`config.mk`:
```
export PLATFORM = sky130hd
export DESIGN_NAME = arcade_input_mapper
export DESIGN_NICKNAME = d
export VERILOG_FILES = /design/src/rtl/arcade_input_pkg.sv /design/src/rtl/arcade_input_mapper_coin_shaper.sv /design/src/rtl/arcade_input_mapper.sv
export SDC_FILE = /design/constraint.sdc
export NUM_CORES = 1
export LEC_CHECK = 0
export CAP_MARGIN = 15
export CORE_MARGIN = 5
export CORE_UTILIZATION = 30
export CTS_CLUSTER_DIAMETER = 80
export CTS_CLUSTER_SIZE = 10
export DETAILED_ROUTE_END_ITERATION = 8
export SETUP_SLACK_MARGIN = 0.1
export SYNTH_ARGS = -nofsm -noshare
export SYNTH_HDL_FRONTEND = slang
export SYNTH_SLANG_ARGS = --single-unit
```
`constraint.sdc`:
```
create_clock -name clk_sys -period 3.3 [get_ports clk_sys]
set_clock_uncertainty 0.15 [all_clocks]
set_input_delay 0.66 -clock clk_sys [delete_from_list [all_inputs] [get_ports clk_sys]]
set_output_delay 0.66 -clock clk_sys [all_outputs]
set_load 0.005 [all_outputs]
```
`src/rtl/arcade_input_pkg.sv`:
```
// rtl/arcade_input_pkg.sv - shared constants, bit-index helpers and coin FSM state type
//
// Purpose: joystick word layout and coin shaper state encoding.
// Word layout: [3:0] {up,down,left,right}, then NB buttons, NP starts, coin.

package arcade_input_pkg;

    localparam int JOY_W    = 16;
    localparam int BIT_BTN0 = 4;

    typedef enum logic [1:0] {
        IDLE  = 2'd0,
        PULSE = 2'd1,
        GAP   = 2'd2
    } coin_state_t;

    function automatic int bit_start(input int k, input int nb);
        return BIT_BTN0 + nb + k;
    endfunction

    function automatic int bit_coin(input int nb, input int np);
        return BIT_BTN0 + nb + np;
    endfunction

endpackage

```
`src/rtl/arcade_input_mapper_coin_shaper.sv`:
```
// rtl/arcade_input_mapper_coin_shaper.sv - coin edge detect, pending queue and pulse/gap shaper
//
// Purpose: turns rising edges of the registered coin line into fixed-width
// coin pulses separated by a minimum gap, queueing up to three coins.
// Ports:
//   clk_sys      in   system clock
//   reset_n      in   asynchronous active-low reset
//   coin_raw     in   registered (merged) coin line
//   coin         out  shaped coin pulse, high only in PULSE
//   coin_pending out  queued coins not yet emitted (0..3)

module coin_shaper
    import arcade_input_pkg::*;
#(
    parameter int COIN_PULSE = 1200000,
    parameter int COIN_GAP   = 600000
) (
    input  logic       clk_sys,
    input  logic       reset_n,
    input  logic       coin_raw,
    output logic       coin,
    output logic [1:0] coin_pending
);

    localparam int CNT_MAX = (COIN_PULSE > COIN_GAP) ? COIN_PULSE : COIN_GAP;
    localparam int CNT_W   = (CNT_MAX > 1) ? $clog2(CNT_MAX) : 1;
    localparam logic [CNT_W-1:0] PULSE_LAST = CNT_W'(COIN_PULSE - 1);
    localparam logic [CNT_W-1:0] GAP_LAST   = CNT_W'(COIN_GAP - 1);

    coin_state_t      state;
    logic [CNT_W-1:0] cnt;
    logic             coin_d;
    logic             armed;
    logic             rise;
    logic             take;
    logic             dec;
    logic [2:0]       pend_sum;
    logic [1:0]       pend_nxt;

    // coin_d resets high so the reset value of the input register cannot
    // arm the detector: two genuinely observed low cycles are needed, which
    // ignores a coin held through reset.
    assign rise = coin_raw & ~coin_d & armed;

    // An edge arriving while idle (or at the end of a gap) launches a pulse
    // straight away, so the pending count never visibly shows it.
    assign take = (coin_pending != 2'd0) || rise;
    assign dec  = take && ((state == IDLE) || ((state == GAP) && (cnt == GAP_LAST)));

    // Saturate after the net change so a simultaneous edge+launch at 3 holds 3.
    always_comb begin
        pend_sum = {1'b0, coin_pending} + {2'b00, rise} - {2'b00, dec};
        pend_nxt = (pend_sum > 3'd3) ? 2'd3 : pend_sum[1:0];
    end

    always_ff @(posedge clk_sys or negedge reset_n) begin
        if (!reset_n) begin
            coin_d       <= 1'b1;
            armed        <= 1'b0;
            coin_pending <= 2'd0;
            state        <= IDLE;
            cnt          <= '0;
            coin         <= 1'b0;
        end else begin
            coin_d       <= coin_raw;
            if (!coin_raw && !coin_d) begin
                armed <= 1'b1;
            end
            coin_pending <= pend_nxt;
            case (state)
                IDLE: begin
                    if (take) begin
                        state <= PULSE;
                        cnt   <= '0;
                        coin  <= 1'b1;
                    end
                end
                PULSE: begin
                    if (cnt == PULSE_LAST) begin
                        state <= GAP;
                        cnt   <= '0;
                        coin  <= 1'b0;
                    end else begin
                        cnt <= cnt + CNT_W'(1);
                    end
                end
                GAP: begin
                    if (cnt == GAP_LAST) begin
                        cnt <= '0;
                        if (take) begin
                            state <= PULSE;
                            coin  <= 1'b1;
                        end else begin
                            state <= IDLE;
                        end
                    end else begin
                        cnt <= cnt + CNT_W'(1);
                    end
                end
                default: begin
                    state <= IDLE;
                    cnt   <= '0;
                    coin  <= 1'b0;
                end
            endcase
        end
    end

endmodule

```
`src/rtl/arcade_input_mapper.sv`:
```
// rtl/arcade_input_mapper.sv - joystick words to per-player controls, starts and shaped coin
//
// Purpose: registers the HPS joystick words, maps them to per-player
// direction/button lines (shared or separate), applies per-button
// autofire and shapes the coin line through coin_shaper.
// Ports:
//   clk_sys       in   system clock
//   reset_n       in   asynchronous active-low reset
//   joy_in        in   NUM_PLAYERS joystick words, player p at [16p+15:16p]
//   share_mode    in   1: all players from OR of all words
//   autofire_mask in   per-button autofire enable
//   p_dir         out  {up,down,left,right} per player
//   p_btn         out  buttons per player
//   start         out  start lines (from merged word)
//   coin          out  shaped coin pulse
//   coin_pending  out  queued coins not yet emitted

module arcade_input_mapper
    import arcade_input_pkg::*;
#(
    parameter int NUM_PLAYERS  = 2,
    parameter int NUM_BUTTONS  = 2,
    parameter int COIN_PULSE   = 1200000,
    parameter int COIN_GAP     = 600000,
    parameter int AUTOFIRE_DIV = 600000
) (
    input  logic                               clk_sys,
    input  logic                               reset_n,
    input  logic [JOY_W*NUM_PLAYERS-1:0]       joy_in,
    input  logic                               share_mode,
    input  logic [NUM_BUTTONS-1:0]             autofire_mask,
    output logic [4*NUM_PLAYERS-1:0]           p_dir,
    output logic [NUM_BUTTONS*NUM_PLAYERS-1:0] p_btn,
    output logic [NUM_PLAYERS-1:0]             start,
    output logic                               coin,
    output logic [1:0]                         coin_pending
);

    localparam int START0   = bit_start(0, NUM_BUTTONS);
    localparam int COIN_BIT = bit_coin(NUM_BUTTONS, NUM_PLAYERS);
    localparam int AF_W     = (AUTOFIRE_DIV > 1) ? $clog2(AUTOFIRE_DIV) : 1;
    localparam logic [AF_W-1:0] AF_LAST = AF_W'(AUTOFIRE_DIV - 1);

    logic [JOY_W*NUM_PLAYERS-1:0] joy_r;
    logic                         share_r;
    logic [NUM_BUTTONS-1:0]       mask_r;
    logic [JOY_W-1:0]             merged;
    logic                         unused_merged;

    always_ff @(posedge clk_sys or negedge reset_n) begin
        if (!reset_n) begin
            joy_r   <= '0;
            share_r <= 1'b0;
            mask_r  <= '0;
        end else begin
            joy_r   <= joy_in;
            share_r <= share_mode;
            mask_r  <= autofire_mask;
        end
    end

    always_comb begin
        merged = '0;
        for (int p = 0; p < NUM_PLAYERS; p++) begin
            merged = merged | joy_r[JOY_W*p +: JOY_W];
        end
    end

    // Bits above the coin position carry nothing for this mapping.
    assign unused_merged = ^merged;

    always_ff @(posedge clk_sys or negedge reset_n) begin
        if (!reset_n) begin
            start <= '0;
        end else begin
            start <= merged[START0 +: NUM_PLAYERS];
        end
    end

    for (genvar p = 0; p < NUM_PLAYERS; p++) begin : g_player
        logic [3:0]             dir_src;
        logic [NUM_BUTTONS-1:0] pressed;
        logic                   held;
        logic [AF_W-1:0]        af_cnt;
        logic                   af_phase;
        logic [3:0]             dir_q;
        logic [NUM_BUTTONS-1:0] btn_q;

        assign dir_src = share_r ? merged[3:0] : joy_r[JOY_W*p +: 4];
        assign pressed = share_r ? merged[BIT_BTN0 +: NUM_BUTTONS]
                                 : joy_r[JOY_W*p + BIT_BTN0 +: NUM_BUTTONS];
        assign held    = |(pressed & mask_r);

        // Phase starts at 1 whenever nothing masked is held, so the first
        // shot of every autofire burst is immediate.
        always_ff @(posedge clk_sys or negedge reset_n) begin
            if (!reset_n) begin
                af_cnt   <= '0;
                af_phase <= 1'b1;
                dir_q    <= '0;
                btn_q    <= '0;
            end else begin
                dir_q <= dir_src;
                btn_q <= pressed & (~mask_r | {NUM_BUTTONS{af_phase}});
                if (!held) begin
                    af_cnt   <= '0;
                    af_phase <= 1'b1;
                end else if (af_cnt == AF_LAST) begin
                    af_cnt   <= '0;
                    af_phase <= ~af_phase;
                end else begin
                    af_cnt <= af_cnt + AF_W'(1);
                end
            end
        end

        assign p_dir[4*p +: 4]                     = dir_q;
        assign p_btn[NUM_BUTTONS*p +: NUM_BUTTONS] = btn_q;
    end

    coin_shaper #(
        .COIN_PULSE (COIN_PULSE),
        .COIN_GAP   (COIN_GAP)
    ) u_coin_shaper (
        .clk_sys      (clk_sys),
        .reset_n      (reset_n),
        .coin_raw     (merged[COIN_BIT]),
        .coin         (coin),
        .coin_pending (coin_pending)
    );

endmodule

```
==> impl_metrics.json <==
{
  "synthDistinctLibCells": 49,
  "clkTransAtPathRegs_ps": 70,
  "ant_nets": 0,
  "p_total_mw": 3.10,
  "end_kind": "flop",
  "grt_pass1_vias": 3362,
  "seq_area_sq_um": 2630,
  "post_cts_buffers": 0,
  "n_fill_cell": 1563,
  "grt_pass1_wl_um": 15800,
  "synth-edff-count": 0,
  "hold_slack_ps": 128,
  "fin_crit_ps": 2800,
  "clk-insertion-delay-late_ps": 360,
  "syn-mean-instance-area_sq_um": 10.9,
  "cts_tree": "yes",
  "power_density_nw_per_um2": 547,
  "irDropWorstVdd_uv": 312,
  "async_flop_share_pct": 100,
  "yosys.area.top_type_share_pct": 53.9,
  "wl_per_cell_um": 13.2,
  "synth.most_common_cell": "dfrtp_1",
  "clk_path_buf_depth": 2,
  "port_buffers": 39,
  "clkSinkCount": 105,
  "root_buffer": "clkbuf_16",
  "cp_max_fo": 6,
  "gr-usage-all-layers_pct": 10.8,
  "firstDrtPassIters": 4,
  "place_congestion": 0.825,
  "cts.htree.levels": 3,
  "hp-class": "input pin to async pin",
  "grt_max_degree": 68,
  "slew_violations": 0,
  "path_cells": "or4b_4 > nor3_1 > a21oi_1 > nor2_1 > ha_1 > inv_1 > ha_1 > inv_1 > fa_1 > xnor2_1 > nand2b_1",
  "max_freq_mhz": 357,
  "ioPinCount": 54,
  "timing.slew.headroom_pct": 40.7,
  "area_growth_pct": 19.8,
  "numCtsBuffers": 9,
  "core-area_sq_um": 15700,
  "cp.required_ps": 3390,
  "rsz0062_at_grt": "false",
  "syn_area_sq_um": 4730,
  "slowest_delay_ps": 570,
  "setup_viol": 0,
  "cap_violations": 0,
  "yosys-top-cells-count": "dfrtp_1, nor2_1, xnor2_1, nand2_1, xor2_1",
  "dp_hpwl_um": 6310,
  "worst_pin_slew_ps": 889,
  "nNetsFinal": 522,
  "ys.flop_type": "dfrtp_1",
  "grt_overflow": 0,
  "layout_worst_path_cycle_share_pct": 85.0,
  "fp.dieH_um": 136,
  "antenna_found_initial": 1,
  "drive_above_1_share_pct": 7.08,
  "rows": 46,
  "multiInputGateArea_sq_um": 1960,
  "path_buf_inv": 2,
  "synthesis.nets": 483,
  "routed-via-count": 3316,
  "post_cts_resize_count": 0,
  "final_hold_viol_count": 0,
  "synthCells": 436,
  "cp.arrival_ps": 2890,
  "drc": 0,
  "drt_iter0_drc": 210,
  "crit_family": "simple AND/OR/NAND/NOR gates",
  "yosysSeqAreaShare_pct": 55.6,
  "status": "completed",
  "hold_buffers": 0,
  "initial_core_util_pct": 30.2,
  "synthTopCellsByArea": "dfrtp_1, xnor2_1, xor2_1, nor2_1, nand4_1",
  "yosys.area.top_type": "dfrtp_1",
  "die_x_um": 136,
  "placed_area_sq_um": 5350,
  "postRouteWirelength_um": 9210,
  "ys_ff_latch": 105,
  "setup_tns_ps": 0,
  "p_leak_nw": 2.31,
  "viasPerCell": 4.76,
  "startpoint_type": "flop",
  "die-area_sq_um": 18400,
  "criticalPathCategory": "flop to flop",
  "antenna_cells": 0,
  "ys.warnings.count": 0,
  "crit_slowest_cell": "or4b_4",
  "finish.instance_area_sq_um": 5670
}
[cell usage in the layout, fill, tap and decap left out, types with 9 or more instances in the layout]
cell type	count
nand3_1	17
nor2_1	53
ha_1	9
clkbuf_16	9
dfrtp_1	102
a21o_1	11
xor2_1	27
nand2_1	27
and4_1	9
nor4_1	10
clkdlybuf4s50_1	38
inv_1	16
a21oi_1	25
nor3_1	11
xnor2_1	29
nand4_1	22
[kinds of logic (layout without fill, tap and decap cells)]
group                      Yosys count  count (layout)  synth area share (%)
DFF                                105             105                  55.6
xor gates and xnor gates            56              56                  10.4
and+or+nand+nor                    177             177                  19.5
AOI/OAI and AO/OA                   58              58                  8.70
buffers and inverters               30              74                  3.09
adders and majority gates           10              10                  2.80
[through the flow]
stage / cells / util (%) / worst slack (ps)
2_1_floorplan: 436 / - / 702
3_3_place_gp: 680 / 34.2 / 540
3_5_place_dp: 680 / 34.2 / 507
4_1_cts: 696 / 36.2 / 483
5_1_grt: 696 / 36.2 / 359
6_report: 696 / 36.2 / 496
[area by class of cell]
| class | count | area share, % |
|---|---|---|
| sequential | 105 | 46.4 |
| multi-input combinational | 301 | 34.6 |
| timing repair buffer | 42 | 7.46 |
| tap | 216 | 4.77 |
| clock buffer | 9 | 3.97 |
| clock inverter | 7 | 1.70 |
| inverter | 16 | 1.06 |
[registers in the layout, indices dropped and copies added (netlist names)]
| signal | count |
|---|---|
| mask_r | 2 |
| u_coin_shaper.armed | 1 |
| u_coin_shaper.cnt | 21 |
| start | 2 |
| share_r | 1 |
| u_coin_shaper.coin_d | 1 |
| g_player.af_cnt | 40 |
| u_coin_shaper.state | 2 |
| g_player.af_phase | 2 |
| joy_r | 18 |
| u_coin_shaper.coin_pending | 2 |
| u_coin_shaper.coin | 1 |
| g_player.btn_q | 4 |
| g_player.dir_q | 8 |
[per-layer routing]
layer,GRT usage [%],share of wire [%],up-vias
met4,5.26,2.3,0
met5,0,0,-
li1,-,-,1592
met1,13.5,46,1651
met3,3.42,4.1,13
met2,17.0,47,60
[worst reg2reg max path, cell delays in order (launching register included)]
cell,delay [ps]
dfrtp_1,430
or4b_4,570
nor3_1,250
a21oi_1,110
nor2_1,100
ha_1,230
inv_1,50
ha_1,130
inv_1,50
fa_1,370
xnor2_1,190
nand2b_1,80
[power by group]
| part | switching (mW) | leakage [nW] | internal, mW |
|---|---|---|---|
| sequential | 0.0657 | 1.34 | 1.36 |
| combinational | 0.319 | 0.813 | 0.232 |
| clock | 0.509 | 0.155 | 0.613 |
| total | 0.894 | 2.31 | 2.21 |
[final timing paths]
check / cells past startpoint / startpoint / slack, ps / end
max: 11 / u_coin_shaper.cnt[6] / 500 / u_coin_shaper.coin_pending[0]
min: 1 / reset_n / 130 / g_player[0].dir_q[3]
max reg2reg: 11 / u_coin_shaper.cnt[6] / 500 / u_coin_shaper.coin_pending[0]
min reg2reg: 1 / joy_r[6] / 290 / start[0]
max in group asynchronous: 2 / reset_n / 2110 / g_player[0].af_phase
min in group clk_sys: 1 / joy_r[6] / 290 / start[0]
Note: power is estimated with default switching activity, not from simulation.
